### src/rtl/param_step_controller.sv
// Multi-cycle step controller for the register/ALU datapath.
// Sequences IDLE/T0..T3 with run/hold/done handshaking.
module param_step_controller #(
    parameter int DATA_W     = 10,
    parameter int REG_W      = 2,
    parameter int AUTO_FETCH = 1
) (
    input  logic              clk,
    input  logic              reset,
    input  logic              run,
    input  logic              hold,
    input  logic [DATA_W-1:0] instr,
    output logic              busy,
    output logic              done,
    output logic              illegal,
    output logic [DATA_W-1:0] imm,
    output logic              imm_en,
    output logic [REG_W-1:0]  rin,
    output logic [REG_W-1:0]  rout,
    output logic [3:0]        alu_op,
    output logic              enw,
    output logic              enr,
    output logic              ain,
    output logic              gin,
    output logic              gout,
    output logic              ext,
    output logic              irin
);

    localparam int IMM_W = DATA_W - 2 - REG_W;

    localparam logic [3:0] OP_ADD = 4'h2;
    localparam logic [3:0] OP_SUB = 4'h3;

    typedef enum logic [2:0] {
        IDLE,
        T0,
        T1,
        T2,
        T3
    } state_t;

    state_t state;
    state_t nxt;
    state_t fin;

    logic             immf;
    logic             immsub;
    logic [REG_W-1:0] rx;
    logic [REG_W-1:0] ry;
    logic [3:0]       fn;
    logic [IMM_W-1:0] immv;

    logic c_imm;
    logic c_load;
    logic c_copy;
    logic c_un;
    logic c_bad;
    logic c_bin;

    assign immf   = instr[DATA_W-1];
    assign immsub = instr[DATA_W-2];
    assign rx     = instr[DATA_W-3 -: REG_W];
    assign ry     = instr[DATA_W-3-REG_W -: REG_W];
    assign fn     = instr[3:0];
    assign immv   = instr[IMM_W-1:0];

    // Mutually exclusive instruction classes; together they cover every word.
    assign c_imm  = immf;
    assign c_load = !immf && (fn == 4'h0);
    assign c_copy = !immf && (fn == 4'h1);
    assign c_un   = !immf && (fn == 4'h4 || fn == 4'h5);
    assign c_bad  = !immf && (fn >= 4'hC);
    assign c_bin  = !immf && !c_load && !c_copy
                    && !c_un && !c_bad;

    assign fin = (AUTO_FETCH != 0 && run) ? T0 : IDLE;

    always_ff @(posedge clk) begin
        if (reset)
            state <= IDLE;
        else
            state <= nxt;
    end

    always_comb begin
        nxt = state;
        if (!hold) begin
            case (state)
                IDLE:    if (run) nxt = T0;
                T0:      nxt = T1;
                T1:      nxt = (c_imm || c_bin || c_un) ? T2 : fin;
                T2:      nxt = c_un ? fin : T3;
                T3:      nxt = fin;
                default: nxt = IDLE;
            endcase
        end
    end

    always_comb begin
        busy    = !reset && (state != IDLE);
        done    = 1'b0;
        illegal = 1'b0;
        imm     = '0;
        imm_en  = 1'b0;
        rin     = '0;
        rout    = '0;
        alu_op  = 4'h0;
        enw     = 1'b0;
        enr     = 1'b0;
        ain     = 1'b0;
        gin     = 1'b0;
        gout    = 1'b0;
        ext     = 1'b0;
        irin    = 1'b0;
        if (!reset && !hold) begin
            case (state)
                T0: begin
                    ext  = 1'b1;
                    irin = 1'b1;
                end
                T1: begin
                    unique case (1'b1)
                        c_imm, c_bin: begin
                            rout = rx;
                            enr  = 1'b1;
                            ain  = 1'b1;
                        end
                        c_load: begin
                            ext  = 1'b1;
                            rin  = rx;
                            enw  = 1'b1;
                            done = 1'b1;
                        end
                        c_copy: begin
                            rout = ry;
                            rin  = rx;
                            enr  = 1'b1;
                            enw  = 1'b1;
                            done = 1'b1;
                        end
                        c_un: begin
                            rout   = ry;
                            enr    = 1'b1;
                            gin    = 1'b1;
                            alu_op = fn;
                        end
                        c_bad: illegal = 1'b1;
                    endcase
                end
                T2: begin
                    unique case (1'b1)
                        c_imm: begin
                            gin    = 1'b1;
                            imm_en = 1'b1;
                            imm    = {{(DATA_W-IMM_W){1'b0}}, immv};
                            alu_op = immsub ? OP_SUB : OP_ADD;
                        end
                        c_un: begin
                            gout = 1'b1;
                            rin  = rx;
                            enw  = 1'b1;
                            done = 1'b1;
                        end
                        default: begin
                            rout   = ry;
                            enr    = 1'b1;
                            gin    = 1'b1;
                            alu_op = fn;
                        end
                    endcase
                end
                T3: begin
                    gout = 1'b1;
                    rin  = rx;
                    enw  = 1'b1;
                    done = 1'b1;
                end
                default: ;
            endcase
        end
    end

endmodule

### config.mk
export PLATFORM = sky130hd
export DESIGN_NAME = param_step_controller
export DESIGN_NICKNAME = d
export VERILOG_FILES = /design/src/rtl/param_step_controller.sv
export SDC_FILE = /design/constraint.sdc
export NUM_CORES = 1
export LEC_CHECK = 0
export CAP_MARGIN = 20
export CELL_PAD_IN_SITES_DETAIL_PLACEMENT = 2
export CELL_PAD_IN_SITES_GLOBAL_PLACEMENT = 2
export CORE_ASPECT_RATIO = 0.8
export CORE_UTILIZATION = 19
export CTS_BUF_LIST = sky130_fd_sc_hd__clkbuf_8
export DETAILED_ROUTE_END_ITERATION = 12
export PLACE_DENSITY = 0.95
export SLEW_MARGIN = 20
export SYNTH_ARGS = -nofsm -noshare
export SYNTH_HDL_FRONTEND = slang
export SYNTH_SLANG_ARGS = --single-unit
### constraint.sdc
create_clock -name clk -period 3.86 [get_ports clk]
set_clock_uncertainty 0.2 [all_clocks]
set_input_delay 0.386 -clock clk [delete_from_list [all_inputs] [get_ports clk]]
set_output_delay 0.386 -clock clk [all_outputs]
set_load 0.01 [all_outputs]
Yosys cells after proc, flatten, opt, wreduce, memory -nomap -nowiden

Index checks and enable logic that the tools add are counted.

$lt $le $gt $ge: 1
Eq/ne operators: 8
Mux-type cells: 48
Bitwise gates (word level): 1
Reduce and logical (&&, ||, !) cells: 29

Operator list:

| kind                                                                   | number |
|---|---|
| 1-bit two-way mux                                                      | 24 |
| 4-bit case mux with 2 select lines                                     | 2 |
| 3-bit case mux with 5 select lines                                     | 1 |
| 2-bit two-way mux                                                      | 6 |
| 6-bit two-way mux                                                      | 2 |
| 1-bit logical AND                                                      | 10 |
| 10-bit two-way mux                                                     | 1 |
| 4-bit by 3-bit equality test with 1-bit output (second input constant) | 2 |
| 4-bit two-way mux                                                      | 2 |
| 1-bit case mux with 2 select lines                                     | 4 |
| 2-bit case mux with 2 select lines                                     | 2 |
| 2-bit OR reduction                                                     | 4 |
| 1-bit logical NOT                                                      | 7 |
| 3-bit by 2-bit equality test with 1-bit output (second input constant) | 2 |
| 3-bit two-way mux                                                      | 2 |
| 2-bit case mux with 3 select lines                                     | 1 |
| 4-bit by 1-bit equality test with 1-bit output (second input constant) | 1 |
| 4-bit greater-or-equal comparator (second input constant)              | 1 |
| 4-bit logical NOT                                                      | 1 |
| 4-bit OR reduction                                                     | 1 |
| 3-bit by 1-bit equality test with 1-bit output (second input constant) | 1 |
| 3-bit equality test (second input constant)                            | 1 |
| 3-bit logical NOT                                                      | 1 |
| 1-bit logical OR                                                       | 3 |
| other kinds (5)                                                        | 5 |

Bits in registers: 3
Bits of input ports: 14
Output and inout port bits: 29
Word-level logic and storage cells: 88

Logic depth before layout (Yosys ltp)

Gate-level depths: netlist of the first run.

Depth after elaboration: 11
Mapped depth: 6
Depth with buffers taken out: 4

Worst setup path after synthesis of the first run

No wires, ideal clock.

Kind: input port to output port
Start: input instr[3]
End: output alu_op[0]
Arrival: 1.408 ns
Data required time: 3.274 ns
Setup slack: 1.866 ns
Cell stages on the path: 5
Path buffers: 2
Cells stage by stage: buf_6 > or3b_1 > buf_6 > nand4b_1 > a31oi_1

Cells in the longest elaborated chain, start to end: 6
Elaborated cells on any way between the ends: 8
Those cells by class: eq/ne (2); mux (4); reduce/logical (2)

RTL lines:

| item                                                                           | line     | RTL |
|---|---|---|
| start: declaration                                                             | 12       | `input logic [DATA_W-1:0] instr,` |
| 4-bit by 3-bit equality test with 1-bit output                                 | 72       | `assign c_un = !immf && (fn == 4'h4 \|\| fn == 4'h5);` |
| 1-bit logical OR *                                                             | 72       |  |
| 1-bit logical AND *                                                            | 72       |  |
| 4-bit case mux with 2 select lines / 4-bit two-way mux (equally long branches) | 152, 123 |  |
| 4-bit case mux with 2 select lines *                                           | 117      | `case (state)` |
| 4-bit two-way mux *                                                            | 116      | `if (!reset && !hold) begin` |
| end: declaration                                                               | 20       | `output logic [3:0] alu_op,` |

Every way passes the cells marked *; elsewhere a longest branch is shown, timed or not.

Worst setup path after layout of the first run

Start: input instr[2]
End: output rout[0]

Cells in the longest elaborated chain, start to end: 11
Elaborated cells on any way between the ends: 25
Those cells by class: order compare (1); eq/ne (3); mux (4); reduce/logical (17)

RTL lines:

| item                                                                                      | line | RTL |
|---|---|---|
| parallel branches: the longest is 9 deep, another holds 4-bit greater-or-equal comparator | n/a  |  |
| 2-bit case mux with 2 select lines *                                                      | 117  |  |
| 2-bit two-way mux *                                                                       | 116  |  |
| end: declaration                                                                          | 19   | `output logic [REG_W-1:0] rout,` |

Mark *: on every way between the ends.

==> reports/summary.txt, run 1 <==
Mean Syn Cell Area: 6.78 um^2
Slew margin rel.: 0.620
Routed Antenna Nets: 0
Post-synthesis sequential area ratio: 0.0932
Slew Limit Fails: 0
H-Tree Level Count: 1
DRC violations left: 0
Biggest regs: state (3)
Tcrit/Tclk final: 0.824
Clock sinks: 3
Minimum clock period: 3180 ps
Grt ovf: 0
Hold crit path type: flip-flop to flip-flop
Starting Density: 0.204
Commonest cells after routing, fill and taps aside: 38 x clkdlybuf4s50_1, 10 x nor2_1, 8 x a21oi_1, 8 x and2_1
Worst-path maximum fanout: 10
Leakage: 0.000377 uW
First-pass GRT wire length: 4.34 mm
Post-DR wirelength/cell: 16.5 um
Power per Cell Area: 190 mW/mm^2
Root Driver: clkbuf_8
Kind of critical path: primary input to output pin
Post-synth EDFFs: 0
Hold buffers post-CTS: 0
Vias in the first global route: 831
CP max stage cell: clkdlybuf4s50_1
WL final: 2.75 mm
Initial detailed-routing violation count: 30
Setup violation total in the final timing report: 0
Setup ws final: 678 ps
Worst endpoint data arrival time: 2600 ps
Die width: 67.1 um
Asr flop ratio synth: 0
Max-cap violation count: 0
HPWL Detailed: 2.25 mm
Outcome: completed
CP Cell Sequence: clkdlybuf4s50_1 -> or3b_1 -> nand2_4 -> a211oi_2 -> a22o_1 -> clkdlybuf4s50_1
I/O pin cnt: 43
Die ar.: 0.00363 mm^2
GRT Overall Usage: 0.160
Max FFs per register: 3
Clk buf depth: 2
Ant diodes: 0
Worst VDD drop: 72.7 uV
RSZ-0062 raised after global routing: false
Hold Vio Cnt, Final: 0
Largest Register: state
Setup bufs post-CTS: 0
Crit-path most repeated cell: clkdlybuf4s50_1
TritonCTS clock tree: yes
Num rows: 18
Die Y: 54.1 um
CP Launch Type: primary input
Worst Setup SP: instr[2]
Reg2Reg Depth: 4
CTS Buf Count: 3
Mapped Cells: 95
Crit. End Element: output pin
Crit path capture: rout[0]
FF+latch count, synth: 3
Unique masters post-synth: 38
Largest net degree at the start of global routing: 15
Synth Cell Area: 644 um^2
PortBufs: 38
Routed vias/inst: 4.99
Clock transition at path regs: 30 ps
Placer Congestion: 0.778
Area Growth Syn to Fin: 61.6%
TNS Setup: 0 ps
Initial antenna violation count: 0
Synth Warn #: 0
Worst path max stage delay: 690 ps
Post-CTS Resized: 0
Top FF cell, synth: dfxtp_1
Reg-to-reg startpoint: state[0]
RR Endpoint: state[1]
Routed vias: 833
Core area: 0.00315 mm^2
Layout cells sized above 1: 0.0630
Post-place setup slack: 685 ps
Commonest non-fill, non-tap cell in the layout: clkdlybuf4s50_1
Worst reg2reg setup slack: 1850 ps
Nets: 142
Fmax: 314 MHz
CP required: 3270 ps
Clock Latency Late Sink: 210 ps
Worst Tran Pin Value: 570 ps
Total iterations of the first detailed-routing run: 4
-- routing by layer --
layer | track usage | vias up | part of all wire
li1 | - | 397 | -
met1 | 0.207 | 419 | 0.45
met2 | 0.298 | 17 | 0.53
met3 | 0.00847 | 0 | 0.017
met4 | 0.0213 | 0 | 0
met5 | 0 | - | 0
-- worst min path at each step --
stage,startpoint,depth (start not counted),slack (ps),endpoint
4_1_cts,state[2],2,470,state[2]
2_1_floorplan,reset,1,260,state[1]
5_1_grt,state[2],2,520,state[2]
3_5_place_dp,state[2],2,440,state[2]
3_3_place_gp,state[2],2,400,state[2]
6_report,state[2],2,480,state[2]
-- synth_stat cells, types with 3 or more instances --
cell     number  share of area
a31oi_1       4          0.039
nand2_1       3          0.017
dfxtp_1       3          0.093
and2_1        8          0.078
a21oi_1       8          0.062
buf_2         3          0.023
buf_4         6          0.070
o21ai_0       5          0.039
xnor2_1       3          0.041
nor3_1        5          0.039
and3_1        3          0.029
nor2_1       10          0.058
-- through the flow --
stage          cells  area [um^2]  total power (uW)  hold WS [ps]   util
4_1_cts          167         1040               199           472  0.330
5_1_grt          167         1040               211           521  0.330
3_5_place_dp     163          996               110           443  0.316
3_3_place_gp     163          996               105           399  0.316
6_report         167         1040               198           478  0.330
2_1_floorplan     98          656              81.3           255      -
-- where the power goes --
part,internal [uW],switching (uW)
clock,67.7,20.6
sequential,33.3,8.20
combinational,31.1,36.7
-- kinds of logic (layout without fill, tap and decap cells) --
family          count (synthesis)  in the layout  synth area share
buf+inv                        16             45             0.157
simple gates                   47             47             0.452
xor+xnor                        3              3            0.0408
flops                           3              3            0.0932
compound gates                 25             25             0.250
other cells                     1              4           0.00582
-- worst max-delay path, delay by kind of cell --
kind | cells | cell delay, ps
buffers and inverters | 2 | 1160
AND/OR/NAND/NOR | 2 | 700
AO/OA/AOI/OAI | 2 | 340
-- layout make-up --
type,instances,area [um^2]
Clock buffer,3,41.3
Clock inverter,1,3.75
Fill cell,388,2110
Inverter,3,11.3
Multi-Input combinational cell,79,494
Sequential cell,3,60.1
Tap cell,40,50.0
Timing Repair Buffer,38,380
No activity file was read; power rests on OpenSTA's default activity.
==> inputs of run 2 (changes only) <==
--- a/config.mk
+++ b/config.mk
@@ -9,10 +9,10 @@
 export CELL_PAD_IN_SITES_DETAIL_PLACEMENT = 2
 export CELL_PAD_IN_SITES_GLOBAL_PLACEMENT = 2
 export CORE_ASPECT_RATIO = 0.8
-export CORE_UTILIZATION = 19
+export CORE_UTILIZATION = 17
 export CTS_BUF_LIST = sky130_fd_sc_hd__clkbuf_8
 export DETAILED_ROUTE_END_ITERATION = 12
-export PLACE_DENSITY = 0.95
+export PLACE_DENSITY = 0.87
 export SLEW_MARGIN = 20
 export SYNTH_ARGS = -nofsm -noshare
 export SYNTH_HDL_FRONTEND = slang
==> constraint.sdc (replaced) <==
create_clock -name clk -period 2.96 [get_ports clk]
set_clock_uncertainty 0.2 [all_clocks]
set_input_delay 0.296 -clock clk [delete_from_list [all_inputs] [get_ports clk]]
set_output_delay 0.296 -clock clk [all_outputs]
set_load 0.01 [all_outputs]
==> run 2 against run 1 <==
Register-to-register slack got worse by 760 ps. Clock-buffer cell count did not move. Combinational power rose by 46%. Sequential cell count did not move. Clock power rose by 33%. Utilization fell by 1.7 points. Sequential power rose by 27%. Worst setup slack got worse by 470 ps. Via count rose by 3.7%. Power rose by 36%. Sequential share of layout area fell by 0.31 points. Non-clock buffer count rose by 7. Highest routed layer is now met4.
==> reports/summary.txt, run 2 (synthesis gave the netlist of run 1 again) <==
Outcome: completed
Combinational Power Share: 0.368 (+0.025)
Sequential share of power: 0.196 (-0.014)
Register area: 60.1 um^2 (unchanged)
I/O pin cnt: 43 (unchanged)
Ant diodes: 0 (unchanged)
Clock Latency Late Sink: 220 ps (about the same)
Biggest regs: state (3)
DRC violations left: 0 (unchanged)
Hold Vio Cnt, Final: 0 (unchanged)
Area Growth Syn to Fin: 70.9%
CP Cell Sequence: clkdlybuf4s50_1 -> or3b_1 -> buf_4 -> nand2_4 -> a211oi_2 -> a22o_1 -> clkdlybuf4s50_1
PortBufs: 38 (unchanged)
CP required: 2460 ps (-810 ps)
TNS Setup: 0 ps (unchanged)
Die width: 70.8 um (+5.6%)
Clk buf depth: 2 (unchanged)
Starting Density: 0.183 (-0.0212)
Fmax: 363 MHz
Post-DR wirelength/cell: 16.2 um (-1.6%)
Top sig layer: met4
Post-Layout Cell Count: 176 (+5.4%)
CP max stage cell: clkdlybuf4s50_1
Commonest cells after routing, fill and taps aside: 38 x clkdlybuf4s50_1, 10 x nor2_1, 8 x a21oi_1, 8 x and2_1, 7 x buf_4
WL final: 2.85 mm (+3.7%)
Power per Cell Area: 244 mW/mm^2 (+29%)
Largest net degree at the start of global routing: 14 (-1)
Largest Register: state
Max FFs per register: 3 (unchanged)
Routed Antenna Nets: 0 (unchanged)
Slew margin rel.: 0.665 (+0.0451)
Worst path max stage delay: 490 ps (-200 ps)
Crit. End Element: output pin
Worst endpoint data arrival time: 2260 ps (-340 ps)
Die Y: 57.1 um (+5.5%)
RSZ-0062 raised after global routing: false
Slew Limit Fails: 0 (unchanged)
Num rows: 19 (+1)
Commonest non-fill, non-tap cell in the layout: clkdlybuf4s50_1
First-pass GRT wire length: 4.67 mm (+7.6%)
Setup violation total in the final timing report: 0 (unchanged)
Hold buffers post-CTS: 0 (unchanged)
Worst-path maximum fanout: 6 (-4)
HPWL Detailed: 2.25 mm (-0.13%)
Worst VDD drop: 109 uV (+50%)
Routed vias: 864 (+3.7%)
Leakage: 0.000415 uW (+9.8%)
Hold crit path type: flip-flop to flip-flop
Initial detailed-routing violation count: 20 (-33%)
Initial antenna violation count: 0 (unchanged)
Clock Power Share: 0.437 (-0.010)
Root Driver: clkbuf_8
Minimum clock period: 2750 ps
Nets: 149 (+4.9%)
Vias in the first global route: 924 (+11%)
Sw frac: 0.335 (+0.00322)
Clock sinks: 3 (unchanged)
TritonCTS clock tree: yes
Met2 routed WL: 1.38 mm (-6.5%)
Max-cap violation count: 0 (unchanged)
End-of-flow core utilization: 0.313 (-0.0172)
Worst Tran Pin Value: 497 ps (-72.2 ps)
Placed cells: 172 (+5.5%)
Post-place setup slack: 198 ps (-487 ps)
Met3 Wirelength: 111 um (+140%)
WL met1: 1.34 mm (+8.3%)
Crit-path most repeated cell: clkdlybuf4s50_1
CP Launch Type: primary input
GRT Overall Usage: 0.146 (-0.0137)
Layout fillers: 413 (+6.4%)
Multi-input logic area: 499 um^2 (+1.0%)
Switch Pwr: 90.1 uW (+38%)
Tcrit/Tclk final: 0.930
Clock transition at path regs: 30 ps (about the same)
Grt ovf: 0 (unchanged)
Routed vias/inst: 4.91 (-1.6%)
Placer Congestion: 0.867 (+11%)
H-Tree Level Count: 1 (unchanged)
Core area: 0.00352 mm^2 (+12%)
Total iterations of the first detailed-routing run: 6 (+2)
Internal power: 179 uW (+36%)
Die ar.: 0.00404 mm^2 (+11%)
Setup ws final: 206 ps (-472 ps)
Layout cells sized above 1: 0.119 (+0.0564)
CTS Buf Count: 3 (unchanged)
Kind of critical path: primary input to output pin
run 2: changes by cell type in the layout (fill, tap and decap cells not counted):
cell     previous run  this run
nor3b_2             0         1
nor3b_1             2         1
buf_4               0         7
run 2: worst max-delay path: cells and delay by family:
family / cells / cell delay, ps
compound gates: 2 / 310
buf+inv: 3 / 1150
simple gates: 2 / 500
run 2: layout make-up:
class                           instances  share of cell area
Clock buffer                            3              0.0375
Sequential cell                         3              0.0545
Tap cell                               42              0.0477
Inverter                                3              0.0102
Clock inverter                          1             0.00341
Timing Repair Buffer                   45               0.393
Multi-Input combinational cell         79               0.453
run 2: final timing paths:
check | startpoint | end | slack [ps] | depth (start not counted)
min reg2reg | state[2] | state[2] | 460 | 2
min | state[2] | state[2] | 460 | 2
max | instr[1] | rout[1] | 210 | 7
max reg2reg | state[0] | state[1] | 1090 | 4
run 2: power groups by stage:
| stage | Sequential, uW | Combinational, uW | Clock, uW |
|---|---|---|---|
| 2_1_floorplan | 46.0 | 60.0 | 0 |
| 3_3_place_gp | 51.4 | 94.0 | 0 |
| 3_5_place_dp | 52.4 | 97.7 | 0 |
| 4_1_cts | 52.2 | 98.7 | 119 |
| 5_1_grt | 53.4 | 108 | 124 |
| 6_report | 52.6 | 99.0 | 118 |
run 2: through the flow:
stage	hold WS, ps	power [uW]	instance area [um^2]
2_1_floorplan	165	106	656
3_3_place_gp	404	145	1050
3_5_place_dp	443	150	1050
4_1_cts	447	270	1100
5_1_grt	527	286	1100
6_report	460	269	1100
run 2: metal layers:
layer | global-route usage | vias to the layer above
met2 | 0.239 | 31
met4 | 0.0429 | 0
met3 | 0.0177 | 4
met5 | 0 | -
li1 | - | 409
met1 | 0.204 | 420
run 2: timing repair:
item                                   CTS  global route
setup endpoints to repair                0             1
setup buffers                            0             0
resized for setup                        0             1
endpoints found under the hold margin    0             0
==> inputs of run 3 (changes only) <==
--- a/config.mk
+++ b/config.mk
@@ -5,13 +5,14 @@
 export SDC_FILE = /design/constraint.sdc
 export NUM_CORES = 1
 export LEC_CHECK = 0
-export CAP_MARGIN = 20
+export CAP_MARGIN = 10
 export CELL_PAD_IN_SITES_DETAIL_PLACEMENT = 2
 export CELL_PAD_IN_SITES_GLOBAL_PLACEMENT = 2
 export CORE_ASPECT_RATIO = 0.8
 export CORE_UTILIZATION = 17
 export CTS_BUF_LIST = sky130_fd_sc_hd__clkbuf_8
 export DETAILED_ROUTE_END_ITERATION = 12
+export MAX_ROUTING_LAYER = met4
 export PLACE_DENSITY = 0.87
 export SLEW_MARGIN = 20
 export SYNTH_ARGS = -nofsm -noshare
==> run 3 against run 2 <==
First-iteration DRC count grew 10%. Clock-buffer cell count is the same. Power grew 0.12%. Maximum frequency is essentially flat. Via count grew 0.46%. Critical path depth is the same. Utilization is the same. Clock power is essentially flat. Non-clock buffer count is the same. Combinational power is essentially flat. Critical path type unchanged. Highest routed layer unchanged.
==> reports/summary.txt, run 3 (synthesis gave the netlist of run 1 again) <==
Outcome: completed
WL final: 2.87 mm (+0.42%)
Setup violation total in the final timing report: 0 (unchanged)
Die Y: 57.1 um (unchanged)
Routed vias/inst: 4.93 (+0.46%)
Vias in the first global route: 928 (+0.43%)
Clock transition at path regs: 30 ps (about the same)
Total Power: 269 uW (+0.12%)
DRC violations left: 0 (unchanged)
Worst-path maximum fanout: 6 (unchanged)
Combinational Power Share: 0.367 (about the same)
Worst endpoint data arrival time: 2260 ps (about the same)
Fmax: 363 MHz (about the same)
Largest net degree at the start of global routing: 14 (unchanged)
Layout fillers: 413 (unchanged)
CP Launch Type: primary input
Largest Register: state
Worst reg2reg setup slack: 1070 ps (-20 ps)
CP Cell Sequence: clkdlybuf4s50_1 -> or3b_1 -> buf_4 -> nand2_4 -> a211oi_2 -> a22o_1 -> clkdlybuf4s50_1
Top delay family on crit path: buffers and inverters
CTS Buf Count: 3 (unchanged)
Worst Setup SP: instr[1]
GRT Overall Usage: 0.151 (+0.00421)
TritonCTS clock tree: yes
Tcrit/Tclk final: 0.931 (about the same)
Commonest cells after routing, fill and taps aside: 38 x clkdlybuf4s50_1, 10 x nor2_1, 8 x a21oi_1, 8 x and2_1, 7 x buf_4
Routed Antenna Nets: 0 (unchanged)
Internal power: 179 uW (about the same)
Worst VDD drop: 109 uV (+0.29%)
Placer Congestion: 0.882 (+1.6%)
Kind of critical path: primary input to output pin
Post-place setup slack: 198 ps (unchanged)
Hold Vio Cnt, Final: 0 (unchanged)
Setup ws final: 204 ps (-1.47 ps)
Root Driver: clkbuf_8
CP max stage cell: clkdlybuf4s50_1
Clock Power Share: 0.437 (about the same)
Sw frac: 0.335 (+0.000744)
Register area: 60.1 um^2 (unchanged)
CP required: 2460 ps (about the same)
Die ar.: 0.00404 mm^2 (unchanged)
Crit path capture: rout[1]
Layout cells sized above 1: 0.119 (unchanged)
I/O pin cnt: 43 (unchanged)
Post-Layout Cell Count: 176 (unchanged)
Clk buf depth: 2 (unchanged)
Grt ovf: 0 (unchanged)
Max-cap violation count: 0 (unchanged)
Multi-input logic area: 499 um^2 (unchanged)
Reg-to-reg startpoint: state[0]
First-pass GRT wire length: 4.66 mm (-0.30%)
Clock sinks: 3 (unchanged)
Switch Pwr: 90.4 uW (+0.34%)
Die width: 70.8 um (unchanged)
Leakage: 0.000415 uW (unchanged)
Core area: 0.00352 mm^2 (unchanged)
PortBufs: 38 (unchanged)
Crit. End Element: output pin
Hold buffers post-CTS: 0 (unchanged)
Ant diodes: 0 (unchanged)
Placed cells: 172 (unchanged)
Biggest regs: state (3)
HPWL Detailed: 2.25 mm (unchanged)
RR Endpoint: state[1]
Initial detailed-routing violation count: 22 (+10%)
Hold_ws: 460 ps (-0.425 ps)
Worst path max stage delay: 490 ps (about the same)
Starting Density: 0.183 (unchanged)
Worst Tran Pin Value: 492 ps (-5.16 ps)
Sequential share of power: 0.196 (about the same)
TNS Setup: 0 ps (unchanged)
H-Tree Level Count: 1 (unchanged)
Area Growth Syn to Fin: 70.9% (unchanged)
Total iterations of the first detailed-routing run: 6 (unchanged)
Slew margin rel.: 0.668 (+0.00348)
Hold crit path type: flip-flop to flip-flop
Reg2Reg Depth: 4 (unchanged)
Num rows: 19 (unchanged)
Post-DR wirelength/cell: 16.3 um (+0.42%)
Crit-path most repeated cell: clkdlybuf4s50_1
Clock Latency Late Sink: 220 ps (about the same)
Routed vias: 868 (+0.46%)
Max FFs per register: 3 (unchanged)
Commonest non-fill, non-tap cell in the layout: clkdlybuf4s50_1
Minimum clock period: 2760 ps (+1.47 ps)
CP Depth: 7 (unchanged)
Power per Cell Area: 245 mW/mm^2 (+0.12%)
Nets: 149 (unchanged)
Initial antenna violation count: 0 (unchanged)
RSZ-0062 raised after global routing: false
Slew Limit Fails: 0 (unchanged)
Critical path buffers and inverters: 3 (unchanged)
## run 3: worst min-delay path by stage
stage | start | endpoint | slack, ps | depth (start not counted)
3_5_place_dp | state[2] | state[2] | 440 | 2
6_report | state[2] | state[2] | 460 | 2
2_1_floorplan | reset | state[1] | 170 | 1
3_3_place_gp | state[2] | state[2] | 400 | 2
4_1_cts | state[2] | state[2] | 450 | 2
5_1_grt | state[2] | state[2] | 530 | 2
## run 3: per-stage QoR
stage	instance area [um^2]	util
3_5_place_dp	1050	0.299
5_1_grt	1100	0.313
4_1_cts	1100	0.312
3_3_place_gp	1050	0.299
2_1_floorplan	656	-
6_report	1100	0.313
## run 3: worst register-to-register path: stages, from the launching register on
cell      delay [ps]
dfxtp_1          570
clkinv_1         390
nor4_1           410
a21oi_1           90
a21oi_1          160
## run 3: power groups by stage
stage          logic (uW)  clock network, uW  registers [uW]
2_1_floorplan        60.0                  0            46.0
3_3_place_gp         94.0                  0            51.4
3_5_place_dp         97.7                  0            52.4
4_1_cts              98.7                119            52.2
5_1_grt               108                124            53.4
6_report             98.8                118            52.9
## run 3: cell type report
cell class,count,share of cell area
clock buffer,3,0.0375
inverter,3,0.0102
clock inverter,1,0.00341
sequential,3,0.0545
timing repair buffer,45,0.393
multi-input combinational,79,0.453
tap,42,0.0477
## run 3: timing repair
item | in CTS | in global routing
setup buffers | 0 | 0
gates resized for setup | 0 | 1
endpoints found under the setup margin | 0 | 1
## run 3: layer usage
layer / vias to the layer above / GRT usage / wire, um
met5: - / - / 0
met4: 0 / 0.0429 / 31
met3: 4 / 0.0159 / 83
met2: 28 / 0.242 / 1430
met1: 432 / 0.202 / 1330
li1: 404 / - / -
==> RTL edit 1, RTL diff (flow settings as in run 3) <==
Reset style: asynchronous (`reset`), changed in one clocked block.
--- a/src/rtl/param_step_controller.sv
+++ b/src/rtl/param_step_controller.sv
@@ -76,7 +76,7 @@
 
     assign fin = (AUTO_FETCH != 0 && run) ? T0 : IDLE;
 
-    always_ff @(posedge clk) begin
+    always_ff @(posedge clk or posedge reset) begin
         if (reset)
             state <= IDLE;
         else
Check against the original RTL: no difference found for any inputs over 10 cycles, from zero or initial values and one cycle with reset high; that may be too few to reach the edited logic, so the function may still have changed.
==> RTL edit 1 against run 3 <==
Register-to-register slack better by 260 ps; die area down 7.2%; worst setup slack worse by 10 ps; routed wire length about the same; first-iteration DRC count down 18%; design area up 7.4%; sequential cell count unchanged; synthesized area down 7.4%.
Power is not compared: it rests on default switching activity, and its combinational part moved more than twofold at a synthesized area within 25%.
==> RTL edit 1: results (changes against run 3) <==
.. list-table::
   :header-rows: 1

   * - Metric
     - Value
   * - Outcome
     - finished, final reports clean (unchanged)
   * - Mapped Cells
     - 93 (was 95)
   * - Share of layout cells above drive strength 1
     - 16.9% (was 11.9%)
   * - Met2 wire length
     - 1430 um (about the same)
   * - Layout multi-input combinational cell count
     - 76 (was 79)
   * - Layout Nets
     - 157 (was 149)
   * - Met2 global-route usage
     - 29.7% (was 24.2%)
   * - Wire length of the first global-routing pass
     - 4580 um (was 4660 um)
   * - Gr usage total
     - 17.1% (was 15.1%)
   * - Final HPWL from detailed placement
     - 2190 um (was 2250 um)
   * - Leading post-synthesis cells by cell area
     - sky130_fd_sc_hd__dfrtp_1, sky130_fd_sc_hd__and2_1, sky130_fd_sc_hd__buf_4 (was sky130_fd_sc_hd__dfxtp_1, sky130_fd_sc_hd__and2_1, sky130_fd_sc_hd__buf_4)
   * - Vias after detailed routing
     - 860 (was 868)
   * - Minimum setup slack in the final design
     - 194 ps (was 204 ps)
   * - Storage element area
     - 75.1 um2 (was 60.1 um2)
   * - Number of global-route vias before repair
     - 955 (was 928)
   * - Post-detailed-route wirelength per cell
     - 15.8 um (was 16.3 um)
   * - Worst-case hold slack
     - 159 ps (was 460 ps)
   * - Worst hold path type
     - primary input to asynchronous set/reset pin (was register to register)
   * - Routability congestion estimate
     - 0.812 (was 0.882)
   * - Pre-CTS setup slack
     - -60.9 ps (was 198 ps)
   * - Routed length on met1
     - 1260 um (was 1330 um)
   * - Initial DRT Pass Iterations
     - 4 (was 6)
   * - Reg2reg start
     - state[2] (was state[0])
   * - Count of placed standard cells including taps
     - 178 (was 172)
   * - Pin count of the biggest net entering global routing
     - 21 (was 14)
   * - Largest stage delay, worst path
     - 540 ps (was 490 ps)
   * - Core Util, Final
     - 36.7% (was 31.3%)
   * - Met3 wire length
     - 177 um (was 83 um)
   * - Critical path capture point
     - gout (was rout[1])
   * - Top layer reached by signal wires
     - met3 (was met4)
   * - Final-layout non-clock buffer area share
     - 44.3% (was 39.3%)
   * - Placed Instance Area
     - 0.00110 mm2 (was 0.00105 mm2)
   * - Met1 Resource Use GR
     - 21.1% (was 20.2%)
   * - Multi-input gate area in the final layout
     - 473 um2 (was 499 um2)
   * - Launching element of the worst setup path
     - instr[9] (was instr[1])
RTL edit 1: changes by cell type after synthesis, moves of 3 or more:
cell | before | now
sky130_fd_sc_hd__dfxtp_1 | 3 | 0
sky130_fd_sc_hd__a31oi_1 | 4 | 0
sky130_fd_sc_hd__dfrtp_1 | 0 | 3
sky130_fd_sc_hd__o21ai_0 | 5 | 2
sky130_fd_sc_hd__nand2_1 | 3 | 10
RTL edit 1: logic make-up (layout without fill, tap and decap cells):
logic type | count (synthesis) | after routing | synth area share [%]
AND/OR/NAND/NOR | 47 | 47 | 41.5
AO/OA/AOI/OAI | 21 | 21 | 24.7
buffers and inverters | 17 | 63 | 14.3
flip-flops | 3 | 3 | 12.6
XOR/XNOR | 2 | 2 | 2.94
adder cells (fa/ha/maj) | 1 | 1 | 1.68
other | 1 | 4 | 0.628
multiplexers | 1 | 1 | 1.68
==> RTL edit 2, RTL diff (flow settings as in run 3) <==
Made on the original files. The parameter `AUTO_FETCH` goes from 1 to 0.
--- a/src/rtl/param_step_controller.sv
+++ b/src/rtl/param_step_controller.sv
@@ -3,7 +3,7 @@
 module param_step_controller #(
     parameter int DATA_W     = 10,
     parameter int REG_W      = 2,
-    parameter int AUTO_FETCH = 1
+    parameter int AUTO_FETCH = 0
 ) (
     input  logic              clk,
     input  logic              reset,
Formal check against the unedited RTL: not equivalent (a bounded check fails within 4 cycles, from zero or initial values and one cycle with reset high).
==> RTL edit 2 against run 3 <==
First-iteration DRC count shrank 82%; cell count down 5.1%; maximum frequency decreased by 0.46%; synthesized area decreased by 7.8%; sequential cell count unchanged; largest cell class unchanged; design area down 4.4%; register-to-register slack gained 380 ps; total power shrank 8.5%; count of clock-buffer cells in the layout is the same; worst setup slack worse by 13 ps; sequential power is 13% lower; synthesized cell count is 8.4% lower; non-clock buffer count stayed put; routed wire length is 10% lower; critical path type unchanged.
==> RTL edit 2: results (changes against run 3) <==
.. list-table::
   :header-rows: 1

   * - Metric
     - Value
   * - Number of fill cells
     - 367 (was 413)
   * - Largest stage delay, worst path
     - 540 ps (was 490 ps)
   * - Sequential fraction of the synthesis area
     - 10.1% (was 9.32%)
   * - Minimum setup slack in the final design
     - 192 ps (was 204 ps)
   * - Hold Path Stages
     - 2 (unchanged)
   * - Cell with the biggest individual delay on the critical path
     - sky130_fd_sc_hd__clkdlybuf4s50_1 (unchanged)
   * - Destination of the worst register-to-register timing path
     - state[1] (unchanged)
   * - Pin count of the biggest net entering global routing
     - 9 (was 14)
   * - Gr usage total
     - 15.7% (was 15.1%)
   * - Leading cell types by count after synthesis
     - sky130_fd_sc_hd__nor2_1, sky130_fd_sc_hd__and2_1, sky130_fd_sc_hd__a21oi_1, sky130_fd_sc_hd__buf_4, sky130_fd_sc_hd__nand2_1 (was sky130_fd_sc_hd__nor2_1, sky130_fd_sc_hd__a21oi_1, sky130_fd_sc_hd__and2_1)
   * - Routed wire length
     - 2570 um (was 2870 um)
   * - R2R setup slack
     - 1450 ps (was 1070 ps)
   * - Vias after detailed routing
     - 787 (was 868)
   * - Routability congestion estimate
     - 0.855 (was 0.882)
   * - Violation count after the first detailed-route iteration
     - 4 (was 22)
   * - Layout Nets
     - 142 (was 149)
   * - Placed Instance Area
     - 995 um2 (was 0.00105 mm2)
   * - Number of global-route vias before repair
     - 872 (was 928)
   * - Pre-CTS setup slack
     - 47.7 ps (was 198 ps)
   * - Launching element of the worst setup path
     - instr[3] (was instr[1])
   * - Outcome
     - finished, final reports clean (unchanged)
   * - Wire length of the first global-routing pass
     - 4110 um (was 4660 um)
   * - Leakage Power
     - 0.374 nW (was 0.415 nW)
   * - Number of distinct library cell variants in the gate-level netlist after synthesis
     - 36 (was 38)
   * - Initial DRT Pass Iterations
     - 3 (was 6)
   * - Max FO, Critical Path
     - 5 (was 6)
   * - Final HPWL from detailed placement
     - 2160 um (was 2250 um)
   * - Worst voltage drop across the vdd grid
     - 0.173 mV (was 0.109 mV)
   * - Reg2reg start
     - state[1] (was state[0])
## RTL edit 2: changes by cell type after synthesis, sizes merged, moves of 2 or more
cell / run 3 / this run
a31oi: 4 / 2
nor2b: 2 / 0
or3: 0 / 3
o21ai: 5 / 1
nor4: 2 / 0
xnor2: 3 / 1
or2: 1 / 3
xor2: 0 / 2
a22o: 2 / 0
nand2: 4 / 6
and3: 3 / 1
## RTL edit 2: cell type report
class,instances,area (um2),area share [%]
inverter,2,7.51,0.713
clock inverter,1,3.75,0.357
timing repair buffer,45,435,41.4
sequential,3,60.1,5.71
clock buffer,3,41.3,3.92
multi-input combinational,73,454,43.2
tap,40,50.0,4.76
## RTL edit 2: routing by layer
metal  vias to the layer above  routed length [um]  GRT usage, %
met5                         -                   0             -
met4                         0                  23          4.86
met3                         4                 130          2.29
met1                       378                1150          18.1
li1                        378                   -             -
met2                        27                1270          27.9
## RTL edit 2: per-stage QoR
step,hold WS [ps],std cells
detailed placement,453,163
global placement,432,163
floorplan,168,90
global route,534,167
finish,505,167
CTS,469,167
## RTL edit 2: kinds of logic (layout without fill, tap and decap cells)
| kind of cell | Yosys count | count (layout) | share of synthesized area [%] |
|---|---|---|---|
| compound gates | 18 | 18 | 21.9 |
| xor+xnor | 3 | 3 | 4.42 |
| buf+inv | 14 | 51 | 17.1 |
| flops | 3 | 3 | 10.1 |
| other cells | 1 | 4 | 0.631 |
| simple gates | 48 | 48 | 45.9 |
## RTL edit 2: power by group
group	switching (mW)	total, mW	leakage, nW	internal (mW)
logic	0.0435	0.0843	0.323	0.0408
clock network	0.0279	0.116	0.0269	0.0884
registers	0.00289	0.0460	0.0245	0.0431
total	0.0743	0.247	0.374	0.172
## RTL edit 2: what timing repair did
item,CTS,global route
endpoints found under the setup margin,0,4
gates resized for setup,0,3
hold buffers,0,0
